### src/rtl/trng_host_pkg.sv
// Shared definitions for the TRNG host sequencer: register map, CTRL bit positions,
// bus size encodings and the sequencer state set (W_CALB exists only with TRNG_HOST_CALIB_EN).
package trng_host_pkg;

    localparam logic [5:0] ADDR_CTRL   = 6'd0;
    localparam logic [5:0] ADDR_STATUS = 6'd1;
    localparam logic [5:0] ADDR_CALCYC = 6'd2;
    localparam logic [5:0] ADDR_I1     = 6'd3;
    localparam logic [5:0] ADDR_I2     = 6'd4;
    localparam logic [5:0] ADDR_TRIG   = 6'd5;
    localparam logic [5:0] ADDR_RANDOM = 6'd7;

    localparam int CTRL_RST      = 0;
    localparam int CTRL_EN       = 1;
    localparam int CTRL_SEL_BASE = 2;
    localparam int CTRL_CALIB    = 3;
    localparam int CTRL_READ     = 4;

    localparam logic [1:0] SIZE_NONE = 2'b11;
    localparam logic [1:0] SIZE_32   = 2'b10;

    typedef enum logic [3:0] {
        S_IDLE, S_W_RST, S_W_CAL, S_W_I1, S_W_I2, S_W_TRIG, S_W_EN,
`ifdef TRNG_HOST_CALIB_EN
        S_W_CALB,
`endif
        S_POLL, S_W_REQ, S_RD, S_W_CLR, S_OUT, S_W_DIS
    } state_e;

    function automatic logic [31:0] ctrl_word(input logic rst, input logic en, input logic sel,
                                              input logic cal, input logic rd);
        logic [31:0] w;
        w                = 32'd0;
        w[CTRL_RST]      = rst;
        w[CTRL_EN]       = en;
        w[CTRL_SEL_BASE] = sel;
        w[CTRL_CALIB]    = cal;
        w[CTRL_READ]     = rd;
        return w;
    endfunction

endpackage

### src/rtl/trng_host_ctrl_bus_if.sv
// Single-access bus engine: a one-cycle request becomes a registered bus access; reads are
// held until the peripheral signals ready, and done/rdata are reported on that cycle.
module trng_host_bus_if
    import trng_host_pkg::*;
(
    input  logic        clk,
    input  logic        rst_n,
    input  logic        i_req,
    input  logic        i_we,
    input  logic [5:0]  i_addr,
    input  logic [31:0] i_wdata,
    output logic        o_done,
    output logic [31:0] o_rdata,
    output logic [5:0]  o_bus_address,
    output logic [31:0] o_bus_wdata,
    output logic [1:0]  o_bus_write_n,
    output logic [1:0]  o_bus_read_n,
    input  logic [31:0] i_bus_rdata,
    input  logic        i_bus_ready
);

    logic [5:0]  r_addr;
    logic [31:0] r_wdata;
    logic [1:0]  r_write_n;
    logic [1:0]  r_read_n;
    logic        w_rd_active;

    assign w_rd_active = (r_read_n == SIZE_32);
    assign o_done      = w_rd_active && i_bus_ready;
    assign o_rdata     = i_bus_rdata;

    // Bus drive registers: new request, held read, or idle.
    always_ff @(posedge clk) begin
        if (!rst_n) begin
            r_addr    <= 6'd0;
            r_wdata   <= 32'd0;
            r_write_n <= SIZE_NONE;
            r_read_n  <= SIZE_NONE;
        end else if (i_req) begin
            r_addr    <= i_addr;
            r_wdata   <= i_we ? i_wdata : 32'd0;
            r_write_n <= i_we ? SIZE_32 : SIZE_NONE;
            r_read_n  <= i_we ? SIZE_NONE : SIZE_32;
        end else if (w_rd_active && !i_bus_ready) begin
            r_addr    <= r_addr;
            r_wdata   <= r_wdata;
            r_write_n <= r_write_n;
            r_read_n  <= r_read_n;
        end else begin
            r_addr    <= 6'd0;
            r_wdata   <= 32'd0;
            r_write_n <= SIZE_NONE;
            r_read_n  <= SIZE_NONE;
        end
    end

    assign o_bus_address = r_addr;
    assign o_bus_wdata   = r_wdata;
    assign o_bus_write_n = r_write_n;
    assign o_bus_read_n  = r_read_n;

endmodule

### src/rtl/trng_host_ctrl.sv
// TRNG host sequencer: programs the peripheral, polls status, reads random words and streams
// them out. Define TRNG_HOST_CALIB_EN to add the CALIB write step and keep CALIB set afterwards.
module trng_host_ctrl
    import trng_host_pkg::*;
#(
    parameter int POLL_LIMIT = 1024
) (
    input  logic        clk,
    input  logic        rst_n,
    input  logic        i_start,
    input  logic        i_stop,
    input  logic [31:0] i_cfg_calib_cycles,
    input  logic [23:0] i_cfg_i1,
    input  logic [23:0] i_cfg_i2,
    input  logic [23:0] i_cfg_trigger,
    input  logic        i_cfg_sel_base,
    output logic [5:0]  o_bus_address,
    output logic [31:0] o_bus_wdata,
    output logic [1:0]  o_bus_write_n,
    output logic [1:0]  o_bus_read_n,
    input  logic [31:0] i_bus_rdata,
    input  logic        i_bus_ready,
    output logic [31:0] o_rnd_data,
    output logic        o_rnd_valid,
    input  logic        i_rnd_ready,
    output logic        o_busy,
    output logic        o_err
);

    localparam logic [15:0] LIMIT = 16'(POLL_LIMIT);
`ifdef TRNG_HOST_CALIB_EN
    localparam logic CAL = 1'b1;
`else
    localparam logic CAL = 1'b0;
`endif

    state_e      r_state, w_state_n;
    logic [15:0] r_poll_cnt, w_cnt_n, w_cnt_inc;
    logic [31:0] r_rnd_data;
    logic        r_rnd_valid, r_busy, r_err, w_err_n, w_cap;
    logic        w_req, w_we, w_bus, w_done;
    logic [5:0]  w_addr;
    logic [31:0] w_wdata, w_rdata;

    assign w_cnt_inc = r_poll_cnt + 16'd1;

    // Next-state, poll counter and error flag.
    always_comb begin
        w_state_n = r_state;
        w_cnt_n   = r_poll_cnt;
        w_err_n   = r_err;
        w_cap     = 1'b0;
        case (r_state)
            S_IDLE: begin
                if (i_start) begin
                    w_state_n = S_W_RST;
                    w_err_n   = 1'b0;
                end else begin
                    w_state_n = S_IDLE;
                end
            end
            S_W_RST:  w_state_n = S_W_CAL;
            S_W_CAL:  w_state_n = S_W_I1;
            S_W_I1:   w_state_n = S_W_I2;
            S_W_I2:   w_state_n = S_W_TRIG;
            S_W_TRIG: w_state_n = S_W_EN;
`ifdef TRNG_HOST_CALIB_EN
            S_W_EN:   w_state_n = S_W_CALB;
            S_W_CALB: w_state_n = S_POLL;
`else
            S_W_EN:   w_state_n = S_POLL;
`endif
            S_POLL: begin
                if (!w_done) begin
                    w_state_n = S_POLL;
                end else if (i_stop) begin
                    w_state_n = S_W_DIS;
                end else if (w_rdata[0]) begin
                    w_state_n = S_W_REQ;
                end else if (w_cnt_inc == LIMIT) begin
                    w_state_n = S_W_DIS;
                    w_err_n   = 1'b1;
                end else begin
                    w_cnt_n   = w_cnt_inc;
                end
            end
            S_W_REQ: w_state_n = S_RD;
            S_RD: begin
                if (w_done) begin
                    w_cap     = 1'b1;
                    w_state_n = S_W_CLR;
                end else begin
                    w_state_n = S_RD;
                end
            end
            S_W_CLR: w_state_n = S_OUT;
            S_OUT: begin
                if (r_rnd_valid && i_rnd_ready) begin
                    w_state_n = i_stop ? S_W_DIS : S_POLL;
                end else begin
                    w_state_n = S_OUT;
                end
            end
            S_W_DIS: w_state_n = S_IDLE;
            default: w_state_n = S_IDLE;
        endcase
        if (w_state_n == S_POLL && r_state != S_POLL) begin
            w_cnt_n = 16'd0;
        end else begin
            w_cnt_n = w_cnt_n;
        end
    end

    // Bus request for the state being entered (or a repeated status read after a completed one).
    always_comb begin
        w_bus   = 1'b1;
        w_we    = 1'b1;
        w_addr  = ADDR_CTRL;
        w_wdata = 32'd0;
        case (w_state_n)
            S_W_RST:  w_wdata = ctrl_word(1'b1, 1'b0, 1'b0, 1'b0, 1'b0);
            S_W_CAL:  begin w_addr = ADDR_CALCYC; w_wdata = i_cfg_calib_cycles; end
            S_W_I1:   begin w_addr = ADDR_I1;     w_wdata = {8'd0, i_cfg_i1}; end
            S_W_I2:   begin w_addr = ADDR_I2;     w_wdata = {8'd0, i_cfg_i2}; end
            S_W_TRIG: begin w_addr = ADDR_TRIG;   w_wdata = {8'd0, i_cfg_trigger}; end
            S_W_EN:   w_wdata = ctrl_word(1'b0, 1'b1, i_cfg_sel_base, 1'b0, 1'b0);
`ifdef TRNG_HOST_CALIB_EN
            S_W_CALB: w_wdata = ctrl_word(1'b0, 1'b1, i_cfg_sel_base, 1'b1, 1'b0);
`endif
            S_POLL:   begin w_we = 1'b0; w_addr = ADDR_STATUS; end
            S_W_REQ:  w_wdata = ctrl_word(1'b0, 1'b1, i_cfg_sel_base, CAL, 1'b1);
            S_RD:     begin w_we = 1'b0; w_addr = ADDR_RANDOM; end
            S_W_CLR:  w_wdata = ctrl_word(1'b0, 1'b1, i_cfg_sel_base, CAL, 1'b0);
            S_W_DIS:  w_wdata = 32'd0;
            default:  w_bus = 1'b0;
        endcase
        w_req = w_bus && ((w_state_n != r_state) || (r_state == S_POLL && w_done));
    end

    // State and registered stream/status outputs.
    always_ff @(posedge clk) begin
        if (!rst_n) begin
            r_state     <= S_IDLE;
            r_poll_cnt  <= 16'd0;
            r_rnd_data  <= 32'd0;
            r_rnd_valid <= 1'b0;
            r_busy      <= 1'b0;
            r_err       <= 1'b0;
        end else begin
            r_state     <= w_state_n;
            r_poll_cnt  <= w_cnt_n;
            r_rnd_data  <= w_cap ? w_rdata : r_rnd_data;
            r_rnd_valid <= (w_state_n == S_OUT);
            r_busy      <= (w_state_n != S_IDLE);
            r_err       <= w_err_n;
        end
    end

    trng_host_bus_if u_bus_if (
        .clk           (clk),
        .rst_n         (rst_n),
        .i_req         (w_req),
        .i_we          (w_we),
        .i_addr        (w_addr),
        .i_wdata       (w_wdata),
        .o_done        (w_done),
        .o_rdata       (w_rdata),
        .o_bus_address (o_bus_address),
        .o_bus_wdata   (o_bus_wdata),
        .o_bus_write_n (o_bus_write_n),
        .o_bus_read_n  (o_bus_read_n),
        .i_bus_rdata   (i_bus_rdata),
        .i_bus_ready   (i_bus_ready)
    );

    assign o_rnd_data  = r_rnd_data;
    assign o_rnd_valid = r_rnd_valid;
    assign o_busy      = r_busy;
    assign o_err       = r_err;

endmodule

### config.mk
export PLATFORM = sky130hd
export DESIGN_NAME = trng_host_ctrl
export DESIGN_NICKNAME = d
export VERILOG_FILES = /design/src/rtl/trng_host_pkg.sv /design/src/rtl/trng_host_ctrl_bus_if.sv /design/src/rtl/trng_host_ctrl.sv
export SDC_FILE = /design/constraint.sdc
export NUM_CORES = 1
export LEC_CHECK = 0
export BUFFER_PORTS_ARGS = -buffer_cell sky130_fd_sc_hd__buf_2
export CORE_AREA = 2 2 102 104
export CTS_CLUSTER_DIAMETER = 120
export DETAILED_ROUTE_END_ITERATION = 8
export DIE_AREA = 0 0 104 106
export GPL_ROUTABILITY_DRIVEN = 0
export GPL_TIMING_DRIVEN = 0
export PLACE_DENSITY = 0.76
export SLEW_MARGIN = 40
export SYNTH_ARGS = -nofsm -noshare
export SYNTH_HDL_FRONTEND = slang
export SYNTH_SLANG_ARGS = --single-unit
### constraint.sdc
create_clock -name clk -period 3.6 [get_ports clk]
set_clock_uncertainty 0.05 [all_clocks]
set_input_delay 0.72 -clock clk [delete_from_list [all_inputs] [get_ports clk]]
set_output_delay 0.72 -clock clk [all_outputs]
set_load 0.03 [all_outputs]
# After elaboration in Yosys (flattened, before gate mapping)
# Cells that the tools add are included.
# word_totals
regBits	97
in_bits	143
out_inout_bits	77
# op_classes
n_eq_ne	33
n_addsub	1
bitwise	4
muxes	30
reduce_logical	17
# op_table
cell	n
one-hot mux 32 bit (7 select lines)	1
two-way mux 32 bit	3
one-hot mux 4 bit (12 select lines)	1
equality test 4 bit, second input constant	9
equality test 4 x 3 -> 1 bit, second input constant	8
two-way mux 4 bit	6
one-hot mux 3 bit (6 select lines)	1
adder 16 x 1 -> 16 bit, second input constant	1
equality test 16 x 11 -> 1 bit, second input constant	1
equality test 4 x 2 -> 1 bit, second input constant	4
two-way mux 6 bit	2
two-way mux 1 bit	11
OR reduction 11 bit	1
inequality test 2 bit, second input constant	5
equality test 4 x 1 -> 1 bit, second input constant	2
two-way mux 2 bit	4
logical AND 1 bit	6
AND reduction 6 bit	1
OR reduction 2 bit	3
AND reduction 5 bit	1
zero test 4 bit	1
inequality test 4 x 3 -> 1 bit, second input constant	1
inequality test 4 bit	1
NOT 1 bit	4
7 further kinds	7

# Longest topological paths before layout
# logic_depth
ltp_word	12
mapped_depth	12

# Cells and area by module
# Synthesis repeated with hierarchy kept, for this count alone.
# hier_totals
hier_cells	664
area_unflattened_um2	5542.8
# by_module_without_submodules
module	cells_each	seq_area_each_um2	area_each_um2	instances
trng_host_ctrl	445	1101.1	3525.9	1
trng_host_bus_if	219	800.8	2016.9	1

# Worst setup path after synthesis
# OpenSTA, ideal clock, no wires.
# synth_path
path_kind	register to register
startpoint	register r_poll_cnt[6]
endpoint	register u_bus_if.r_wdata[10] (netlist: u_bus_if.o_bus_wdata[10])
t_arrival_ps	2821
setup_slack_ps	596
path_stages_with_launch	12
n_path_buf	2
period_less_slack_ps	3004
cell_sequence	dfxtp_1 > buf_2 > or4_4 > nor3_2 > o22ai_1 > a2111oi_4 > nand2_1 > a21oi_2 > buf_4 > mux2_2 > a222oi_1 > a21oi_1
# synth_between
elab_chain_cells	12
# synth_lines
element	line_no	text
start: declaration	trng_host_ctrl.sv:38	logic [15:0] r_poll_cnt, w_cnt_n, w_cnt_inc;
start signal: assignment	trng_host_ctrl.sv:151	r_poll_cnt <= w_cnt_n;
adder 16 x 1 -> 16 bit *	trng_host_ctrl.sv:45	assign w_cnt_inc = r_poll_cnt + 16'd1;
equality test 16 x 11 -> 1 bit *	trng_host_ctrl.sv:80	end else if (w_cnt_inc == LIMIT) begin
two-way mux 4 bit *	trng_host_ctrl.sv:80	
two-way mux 4 bit *	trng_host_ctrl.sv:78	end else if (w_rdata[0]) begin
two-way mux 4 bit *	trng_host_ctrl.sv:76	end else if (i_stop) begin
two-way mux 4 bit *	trng_host_ctrl.sv:74	if (!w_done) begin
one-hot mux 4 bit (12 select lines) *	trng_host_ctrl.sv:53	case (r_state)
equality test 4 bit (tied with other cells)	trng_host_ctrl.sv:120	case (w_state_n)
OR reduction 2 bit (no line) or OR reduction 11 bit (tied branches)	--	
one-hot mux 32 bit (7 select lines) or two-way mux 1 bit (tied branches)	trng_host_ctrl.sv:120	
two-way mux 32 bit or logical AND 1 bit (tied branches)	trng_host_ctrl_bus_if.sv:41, trng_host_ctrl.sv:137	
two-way mux 32 bit or inequality test 2 x 1 -> 1 bit (tied branches)	--	
end signal: assignment	trng_host_ctrl_bus_if.sv:41	r_wdata <= i_we ? i_wdata : 32'd0;
end signal: assignment	trng_host_ctrl_bus_if.sv:46	r_wdata <= r_wdata;
end: declaration	trng_host_ctrl_bus_if.sv:23	logic [31:0] r_wdata;
# Every way passes the cells marked *; elsewhere a longest branch is shown, timed or not.
# A chain may end at the register's enable or synchronous reset.

# Worst setup path after layout
# layout_path
startpoint	register r_poll_cnt[6]
endpoint	register u_bus_if.r_wdata[17] (netlist: u_bus_if.o_bus_wdata[17])
# The elaborated chain is that of the path after synthesis.

==> out/metrics.yaml <==
outcome:
  status: "complete, no violations"
yosys:
  synth_edf_count: 0
  synthArstFlopShare_pct: 0
  yosysUniqueCellTypes: 57
  synth_seq_area_share_pct: 41.3
  synthCells: 548
  syn_avg_cell_area_sq_um: 8.13
  synth_area_sq_um: 4460
  synthFlopType: "dfxtp_1"
  yosys_warnings: 0
  synth_seq_cells: 92
timing:
  slew_headroom_pct: 51.9
  finalHoldViolCount: 0
  setup_tns_ns: 0
  tightest_slew_ns: 0.718
  fmax_mhz: 301
  setup_viol: 0
  slew_viol_final: 0
  min_period_ns: 3.33
  finalCritPeriodShare_pct: 92.4
  grt_setup_unrepaired: "false"
detailed_routing:
  viasPerCell: 5.52
  wl_mm: 14.4
  drt_first_pass_iters: 6
  num_vias: 5069
  drtIter0Drc: 548
  ant_nets: 0
  drc_errors: 0
  wl_per_cell_um: 15.7
clock_network:
  clk_path_buf_depth: 2
  cts_made_buffers: 9
  clkSlewWorstSetupHoldPaths_ns: 0.10
  cts-root-buf: "clkbuf_8"
  htree_levels: 3
  cts_sinks: 92
  hold_buffers: 0
  cts_tree: "yes"
  clock_latency_ns: 0.37
power_and_ir_drop:
  p_leak_nw: 2.59
  power_density_nw_per_um2: 396
  ir_drop_mv: 0.245
final_layout:
  diodes: 0
  fin_nets: 922
  final_common_cell: "buf_2"
  syn2layout_area_growth_pct: 33.8
  postLayoutCellArea_sq_um: 5960
  mostFrequentLayoutCells: "218 x buf_2, 107 x nand2_1, 92 x dfxtp_1"
  drive_above_1_share_pct: 35.8
setup_path:
  crit_path_top_delay_cell: "or4_4"
  crit_path_max_incr_delay_ns: 0.48
  cp-end-kind: "register"
  rrSetupSlack_ns: 0.27
  crit_type: "register to register"
  arrival_ns: 3.52
  crit_required_ns: 3.79
  startpoint_type: "register"
  path_cells: "buf_2, or4_4, nor3_2, o22ai_1, a2111oi_4, nand2_1, a21oi_4, buf_4, mux2_2, a222oi_1, a21oi_1"
  r2r_end: "u_bus_if.o_bus_wdata[17]$_SDFFE_PN0P_"
  worstPathMaxFanout: 10
  r2r_cells: 11
  r2r-start: "r_poll_cnt[6]$_SDFFE_PP0P_"
global_route:
  grt_pass1_vias: 4787
  track_usage_pct: 25.2
  grt-ovfl-total: 0
  antenna_found_initial: 0
  grt_max_degree: 19
  grt_pass1_wl_mm: 22.8
flow_run:
  cap_violations: 0
placed_design:
  numPortBuffers: 214
  place_area_sq_um: 5710
  dp_hpwl_mm: 11.2
die:
  pin_count: 220
  die_w_um: 104
  dieArea_sq_um: 11000
  start_util_pct: 44.6
  dieHeight_um: 106
  rows: 37
  core-area_sq_um: 10000
worst_hold_path:
  hp-start: "u_bus_if.o_bus_wdata[4]$_SDFFE_PN0P_"
  hold_end: "u_bus_if.o_bus_wdata[4]$_SDFFE_PN0P_"
  hold_path_depth: 2
  hold_path_class: "register to register"
## layout make-up
class,count,area [sq um]
inverters,4,15.0
repair buffers,216,1090
fillers,905,4040
clock inverters,7,93.8
plain buffers,42,201
well taps,136,170
clock buffers,9,124
multi-input cells,413,2430
flip-flops and latches,92,1840
## flip-flops by register name (all words and copies together) (netlist names)
signal and cells:
o_busy 1, o_err 1, o_rnd_data 32, o_rnd_valid 1, r_poll_cnt 16, r_state 4
u_bus_if.o_bus_address 3, u_bus_if.o_bus_read_n 1, u_bus_if.o_bus_wdata 32, u_bus_if.o_bus_write_n 1
## cell families after synthesis
logic type,Yosys count,share of synthesized area (%)
compound gates,135,20.4
xor+xnor,19,3.73
fa+ha+maj,1,0.281
buf+inv,46,4.86
flops,92,41.3
mux,25,6.29
other cells,2,0.169
simple gates,228,22.9
## worst max-delay path: cells and delay by family (launching register included)
family                 cells  cell delay, ns
AOI/OAI and AO/OA          5            1.24
buffers and inverters      2            0.41
DFF                        1            0.31
and+or+nand+nor            3            0.84
muxes                      1            0.35
## metrics by stage
stage | worst slack, ns | utilization (%) | power (mW) | cells | hold slack (ns)
6_report | 0.274 | 59.6 | 2.36 | 919 | 0.404
5_1_grt | 0.00816 | 59.6 | 2.46 | 919 | 0.433
4_1_cts | 0.0368 | 59.3 | 2.36 | 917 | 0.403
3_5_place_dp | 0.0878 | 57.1 | 1.62 | 901 | 0.390
3_3_place_gp | 0.110 | 57.1 | 1.61 | 901 | 0.390
2_1_floorplan | 0.596 | - | 1.43 | 551 | 0.454
## repair_timing
action,CTS,global route
setup endpoints to repair,0,19
gates resized for setup,0,2
buffers inserted,0,2
## synth_stat cells (all sizes together) (3+ instances only)
cell	instances	area [sq um]
a222oi	20	200
a22oi	9	67.6
or3	3	18.8
xnor2	10	87.6
a21boi	4	30.0
or2	3	18.8
and2	5	31.3
o21ai	13	68.8
nand2	107	402
a21oi	61	313
nand3	18	90.1
xor2	9	78.8
dfxtp	92	1840
nor3	13	70.1
nor2	50	188
mux2	24	270
buf	14	95.1
or4	3	26.3
inv	3	11.3
nand4	8	56.3
a31oi	9	56.3
clkbuf	28	106
nor4	5	31.3
nor2b	3	18.8
and3	5	31.3
## worst max path at each step
stage                                           from                                    end
after floorplan           r_poll_cnt[6]$_SDFFE_PP0P_  u_bus_if.o_bus_wdata[10]$_SDFFE_PN0P_
after global placement    r_poll_cnt[7]$_SDFFE_PP0P_  u_bus_if.o_bus_wdata[19]$_SDFFE_PN0P_
after detailed placement  r_poll_cnt[8]$_SDFFE_PP0P_  u_bus_if.o_bus_wdata[17]$_SDFFE_PN0P_
after CTS                 r_poll_cnt[8]$_SDFFE_PP0P_  u_bus_if.o_bus_wdata[17]$_SDFFE_PN0P_
after global routing      r_poll_cnt[3]$_SDFFE_PP0P_   u_bus_if.o_bus_wdata[7]$_SDFFE_PN0P_
final                     r_poll_cnt[6]$_SDFFE_PP0P_  u_bus_if.o_bus_wdata[17]$_SDFFE_PN0P_
## routing by layer
layer  GRT usage [%]  share of wire (%)  up-vias
met3            8.03                 10       42
met2            41.0                 46      314
met5               0                  0        -
met1            31.9                 41     2302
li1                -                  -     2411
met4            8.30                2.1        0
## report_power, final
part	switching (mW)	leakage (nW)	internal [mW]	total, mW
combinational	0.308	1.74	0.215	0.522
clock	0.413	0.107	0.340	0.753
sequential	0.0243	0.746	1.06	1.08
total	0.745	2.59	1.62	2.36
(Power assumes the default switching activity.)
